**src/rtl/lab3_coin_collector.sv**
```systemverilog
// Coin collector front end for the seat booking stage: gathers credit, latches the
// seat choice, issues one booking request and pays out change or a full refund.
module lab3_coin_collector #(
  parameter int MAX_CREDIT     = 31,
  parameter int TIMEOUT_CYCLES = 64,
  parameter int COIN_A         = 5,
  parameter int COIN_B         = 10,
  parameter int COIN_C         = 20
) (
  input  logic       CLK,
  input  logic       RST_N,
  input  logic       coinValid,
  input  logic [1:0] coinValue,
  input  logic       selValid,
  input  logic [1:0] selArea,
  input  logic       selPlug,
  input  logic       cancel,
  input  logic       seatReadyIn,
  input  logic [5:0] moneyLeftIn,
  output logic [4:0] money,
  output logic [1:0] selectedArea,
  output logic       plugAvailability,
  output logic       reqValid,
  output logic       coinRejected,
  output logic       selRejected,
  output logic       refundValid,
  output logic [5:0] refundAmount,
  output logic       bookedOk,
  output logic       busy
);

  localparam int TW = (TIMEOUT_CYCLES > 1) ? $clog2(TIMEOUT_CYCLES) : 1;
  localparam logic [TW-1:0] TIMER_LAST = TW'(TIMEOUT_CYCLES - 1);
  localparam logic [5:0] MAX6 = 6'(MAX_CREDIT);

  typedef enum logic [2:0] {
    IDLE, COLLECT, REQUEST, WAIT, REFUND
  } state_t;

  state_t state_reg, state_next;
  logic [4:0]    credit_reg, credit_next;
  logic [TW-1:0] timer_reg, timer_next;
  logic [1:0]    area_reg, area_next;
  logic          plug_reg, plug_next;
  logic [5:0]    refund_amount_reg, refund_amount_next;
  logic          req_valid_reg, req_valid_next;
  logic          coin_rej_reg, coin_rej_next;
  logic          sel_rej_reg, sel_rej_next;
  logic          refund_valid_reg, refund_valid_next;
  logic          booked_reg, booked_next;
  logic          busy_reg, busy_next;

  logic [5:0] coin_val;
  logic [5:0] coin_sum;
  logic       coin_fits;

  always_comb begin
    coin_val = 6'd0;
    case (coinValue)
      2'b01:   coin_val = 6'(COIN_A);
      2'b10:   coin_val = 6'(COIN_B);
      2'b11:   coin_val = 6'(COIN_C);
      default: coin_val = 6'd0;
    endcase
  end

  // Sum in 6 bits so an overflow past 31 is still visible to the compare.
  assign coin_sum  = {1'b0, credit_reg} + coin_val;
  assign coin_fits = (coinValue != 2'b00) && (coin_sum <= MAX6);

  always_comb begin
    state_next         = state_reg;
    credit_next        = credit_reg;
    timer_next         = timer_reg;
    area_next          = area_reg;
    plug_next          = plug_reg;
    refund_amount_next = refund_amount_reg;
    req_valid_next     = 1'b0;
    coin_rej_next      = 1'b0;
    sel_rej_next       = 1'b0;
    refund_valid_next  = 1'b0;
    booked_next        = 1'b0;

    case (state_reg)
      IDLE: begin
        if (coinValid) begin
          if (coin_fits) begin
            credit_next = coin_sum[4:0];
            timer_next  = '0;
            state_next  = COLLECT;
          end else begin
            coin_rej_next = 1'b1;
          end
        end
      end
      COLLECT: begin
        if (cancel) begin
          state_next         = REFUND;
          refund_amount_next = {1'b0, credit_reg};
          refund_valid_next  = 1'b1;
          coin_rej_next      = coinValid;
        end else if (selValid && (selArea != 2'b10)) begin
          area_next      = selArea;
          plug_next      = selPlug;
          state_next     = REQUEST;
          req_valid_next = 1'b1;
          coin_rej_next  = coinValid;
        end else begin
          sel_rej_next = selValid;
          if (coinValid && coin_fits) begin
            credit_next = coin_sum[4:0];
            timer_next  = '0;
          end else begin
            coin_rej_next = coinValid;
            // Saturate at the last count so an event there defers the timeout by one idle cycle.
            if (timer_reg == TIMER_LAST) begin
              if (!coinValid && !selValid) begin
                state_next         = REFUND;
                refund_amount_next = {1'b0, credit_reg};
                refund_valid_next  = 1'b1;
              end
            end else begin
              timer_next = timer_reg + 1'b1;
            end
          end
        end
      end
      REQUEST: begin
        coin_rej_next = coinValid;
        state_next    = WAIT;
      end
      WAIT: begin
        coin_rej_next      = coinValid;
        refund_amount_next = moneyLeftIn;
        booked_next        = seatReadyIn;
        refund_valid_next  = 1'b1;
        state_next         = REFUND;
      end
      REFUND: begin
        coin_rej_next = coinValid;
        credit_next   = 5'd0;
        area_next     = 2'b00;
        plug_next     = 1'b0;
        state_next    = IDLE;
      end
      default: state_next = IDLE;
    endcase

    busy_next = (state_next == REQUEST) || (state_next == WAIT) || (state_next == REFUND);
  end

  always_ff @(posedge CLK or negedge RST_N) begin
    if (!RST_N) begin
      state_reg         <= IDLE;
      credit_reg        <= 5'd0;
      timer_reg         <= '0;
      area_reg          <= 2'b00;
      plug_reg          <= 1'b0;
      refund_amount_reg <= 6'd0;
      req_valid_reg     <= 1'b0;
      coin_rej_reg      <= 1'b0;
      sel_rej_reg       <= 1'b0;
      refund_valid_reg  <= 1'b0;
      booked_reg        <= 1'b0;
      busy_reg          <= 1'b0;
    end else begin
      state_reg         <= state_next;
      credit_reg        <= credit_next;
      timer_reg         <= timer_next;
      area_reg          <= area_next;
      plug_reg          <= plug_next;
      refund_amount_reg <= refund_amount_next;
      req_valid_reg     <= req_valid_next;
      coin_rej_reg      <= coin_rej_next;
      sel_rej_reg       <= sel_rej_next;
      refund_valid_reg  <= refund_valid_next;
      booked_reg        <= booked_next;
      busy_reg          <= busy_next;
    end
  end

  assign money            = credit_reg;
  assign selectedArea     = area_reg;
  assign plugAvailability = plug_reg;
  assign reqValid         = req_valid_reg;
  assign coinRejected     = coin_rej_reg;
  assign selRejected      = sel_rej_reg;
  assign refundValid      = refund_valid_reg;
  assign refundAmount     = refund_amount_reg;
  assign bookedOk         = booked_reg;
  assign busy             = busy_reg;

endmodule

```
**config.mk**
```make
export PLATFORM = sky130hd
export DESIGN_NAME = lab3_coin_collector
export DESIGN_NICKNAME = d
export VERILOG_FILES = /design/src/rtl/lab3_coin_collector.sv
export SDC_FILE = /design/constraint.sdc
export NUM_CORES = 1
export LEC_CHECK = 0
export CAP_MARGIN = 20
export CORE_UTILIZATION = 55
export CTS_BUF_LIST = sky130_fd_sc_hd__clkbuf_8
export CTS_CLUSTER_DIAMETER = 50
export CTS_CLUSTER_SIZE = 12
export DETAILED_ROUTE_END_ITERATION = 7
export MAX_ROUTING_LAYER = met4
export PLACE_DENSITY_LB_ADDON = 0.15
export SYNTH_ARGS = -nofsm -noshare
export SYNTH_HDL_FRONTEND = slang
export SYNTH_SLANG_ARGS = --single-unit
```
**constraint.sdc**
```tcl
create_clock -name CLK -period 3.75 [get_ports CLK]
set_input_delay 0.5625 -clock CLK [delete_from_list [all_inputs] [get_ports CLK]]
set_output_delay 0.5625 -clock CLK [all_outputs]
set_load 0.05 [all_outputs]
```
==> results.tsv <==
metric	value	unit
antenna_found_initial	0	
layout.nets	214	
ys_ff_latch	29	
first_pass_iters	5	
gp_congestion	0.839	
cts_tree	done	
slew_headroom	0.636	
clkSlewWorstSetupHoldPaths	0.06	ns
multi_input_area	845	sq um
fin_cells	221	
netlist_instances	151	
r2r_slack	1.70	ns
die-width	56.4	microns
critPathBufInv	2	
crit_path_cell_trace	clkdlybuf4s50_1, nor2b_1, ha_1, a21oi_1, nor2_1, nor4_2, buf_4, nor2_1, a211o_1	
wl_per_cell	15.0	microns
ys_seq_area_frac	0.446	
cts_buffers	5	
cpMaxStageDelayCell	clkdlybuf4s50_1	
path_max_fanout	11	
final_common_cell	clkdlybuf4s50_1	
peakVddDrop	0.689	mV
cp-start-kind	primary input	
hold_ws	0.512	ns
critPathCaptureType	register	
ys_warn_count	0	
clk_latency	0.27	ns
grt.total_usage	0.240	
hpwlAfterDp	2490	microns
holdBufCountCts	0	
finalSetupViolCount	0	
die_area	3180	sq um
critical_path_class	primary input to register	
ioPinCount	37	
drv_slew	0	
synth_area	1630	sq um
max_freq	377	MHz
grt_pass1_wl	5690	microns
drt_iter0_drc	26	
start_util	0.584	
fin_total_pwr	0.00163	W
post-route-period-util	0.708	
crit_family	buffers and inverters	
required	3.91	ns
rsz0062_at_grt	false	
routed_wl	3320	microns
drc	0	
maxCapViolCount	0	
ant_nets	0	
ys.flop_type	dfrtp_1	
placedCellCount	214	
diodes	0	
viasPerCell	5.76	
worstMarginPinSlew	0.544	ns
nFillCells	194	
cts_resized	0	
synth.avg_cell_area	10.8	sq um
hold_viol	0	
synth_nets	175	
async_reset_ff_frac	1.00	
drive_gt1_frac	0.153	
globalRouteOverflowTotal	0	
cts-root-buf	clkbuf_8	
leakagePower	0.944	nW
p_per_area	779	nW/um^2
run_status	completed	
cts_sinks	29	
grt_start_max_net_pins	30	
regArea	726	sq um
fin_worst_skew	0.00873	ns
tns	0	ns
htreeDepth	2	
io_buffers	36	
rows	19	
vias	1274	
crit_top_cell	nor2_1	
core_area	2780	sq um
layout_common_cells	clkdlybuf4s50_1, dfrtp_1, nor2_1, nand2_1, mux2_2	
synth_edf_count	0	
synth.distinct_cells	46	
clockBufferDepth	2	
layout_min_cycle_time	2.66	ns
hp-class	register to register	
cts_setup_buffers	0	
max_stage_delay	0.51	ns
die_h	56.4	microns
grt_pass1_vias	1233	
area_delta_synth_final	28.3	%
cp.arrival	2.81	ns
area by class of cell:
cell class	count	area share
clock buffer	6	0.0396
clock inverter	1	0.00180
inverter	4	0.00720
multi-input combinational	112	0.405
sequential	29	0.348
tap	31	0.0186
timing repair buffer	38	0.180
worst min-delay path, cell delays in order, from the launching register on:
cell and delay [ns]:
dfrtp_1 0.37, nand2_1 0.05, o21ai_0 0.06
synthesized netlist by cell type (2+ instances only):
cell / n / share of area
nand4_1: 2 / 0.0077
inv_1: 4 / 0.0092
nor3_1: 4 / 0.012
mux2i_1: 4 / 0.025
and2_1: 2 / 0.0077
and3_1: 3 / 0.012
nand2b_1: 3 / 0.012
buf_2: 2 / 0.0062
a21o_1: 2 / 0.0092
o21ai_0: 5 / 0.015
nor2_1: 15 / 0.035
nor2b_1: 3 / 0.012
o31a_1: 2 / 0.011
a21oi_1: 5 / 0.015
buf_4: 2 / 0.0092
xor2_1: 4 / 0.022
a22oi_1: 3 / 0.014
nand3_1: 5 / 0.015
mux2_2: 9 / 0.062
ha_1: 6 / 0.046
xnor2_1: 2 / 0.011
nand2_1: 11 / 0.025
dfrtp_1: 29 / 0.45
o21ba_2: 2 / 0.012
logic make-up after synthesis:
logic type | share of synthesized area
AO/OA/AOI/OAI | 0.128
XOR/XNOR | 0.0323
adder cells (fa/ha/maj) | 0.0585
buffers and inverters | 0.0339
flip-flops | 0.446
multiplexers | 0.0962
AND/OR/NAND/NOR | 0.205
path summary, 6_finish.rpt:
check | start | end | cells after the start
setup / recovery | coinValue[1] | timer_reg[3] | 9
hold / removal | selectedArea[0] | selectedArea[0] | 2
setup reg to reg | money[1] | timer_reg[3] | 7
hold reg to reg | selectedArea[0] | selectedArea[0] | 2
max in group asynchronous | RST_N | refundValid | 2
min in group asynchronous | RST_N | refundAmount[5] | 2
stage by stage:
stage | setup slack (ns) | cell area (sq um) | utilization
after floorplan | 1.60 | 1630 | -
after global placement | 0.939 | 2000 | 0.719
after detailed placement | 0.842 | 2000 | 0.719
after CTS | 1.12 | 2090 | 0.750
after global routing | 1.00 | 2090 | 0.750
final | 1.09 | 2090 | 0.750
metal layers:
metal  track usage  routed length, microns
met1         0.297                    1440
met2         0.386                    1660
met3        0.0576                     173
met4        0.0836                      42
met5             -                       0
where the power goes:
| part | switching, W | internal (W) | total, W |
|---|---|---|---|
| clock network | 0.000107 | 0.000142 | 0.000250 |
| registers | 0.000102 | 0.000412 | 0.000514 |
| logic | 0.000516 | 0.000345 | 0.000861 |
No activity file was read; power rests on OpenSTA's default activity.
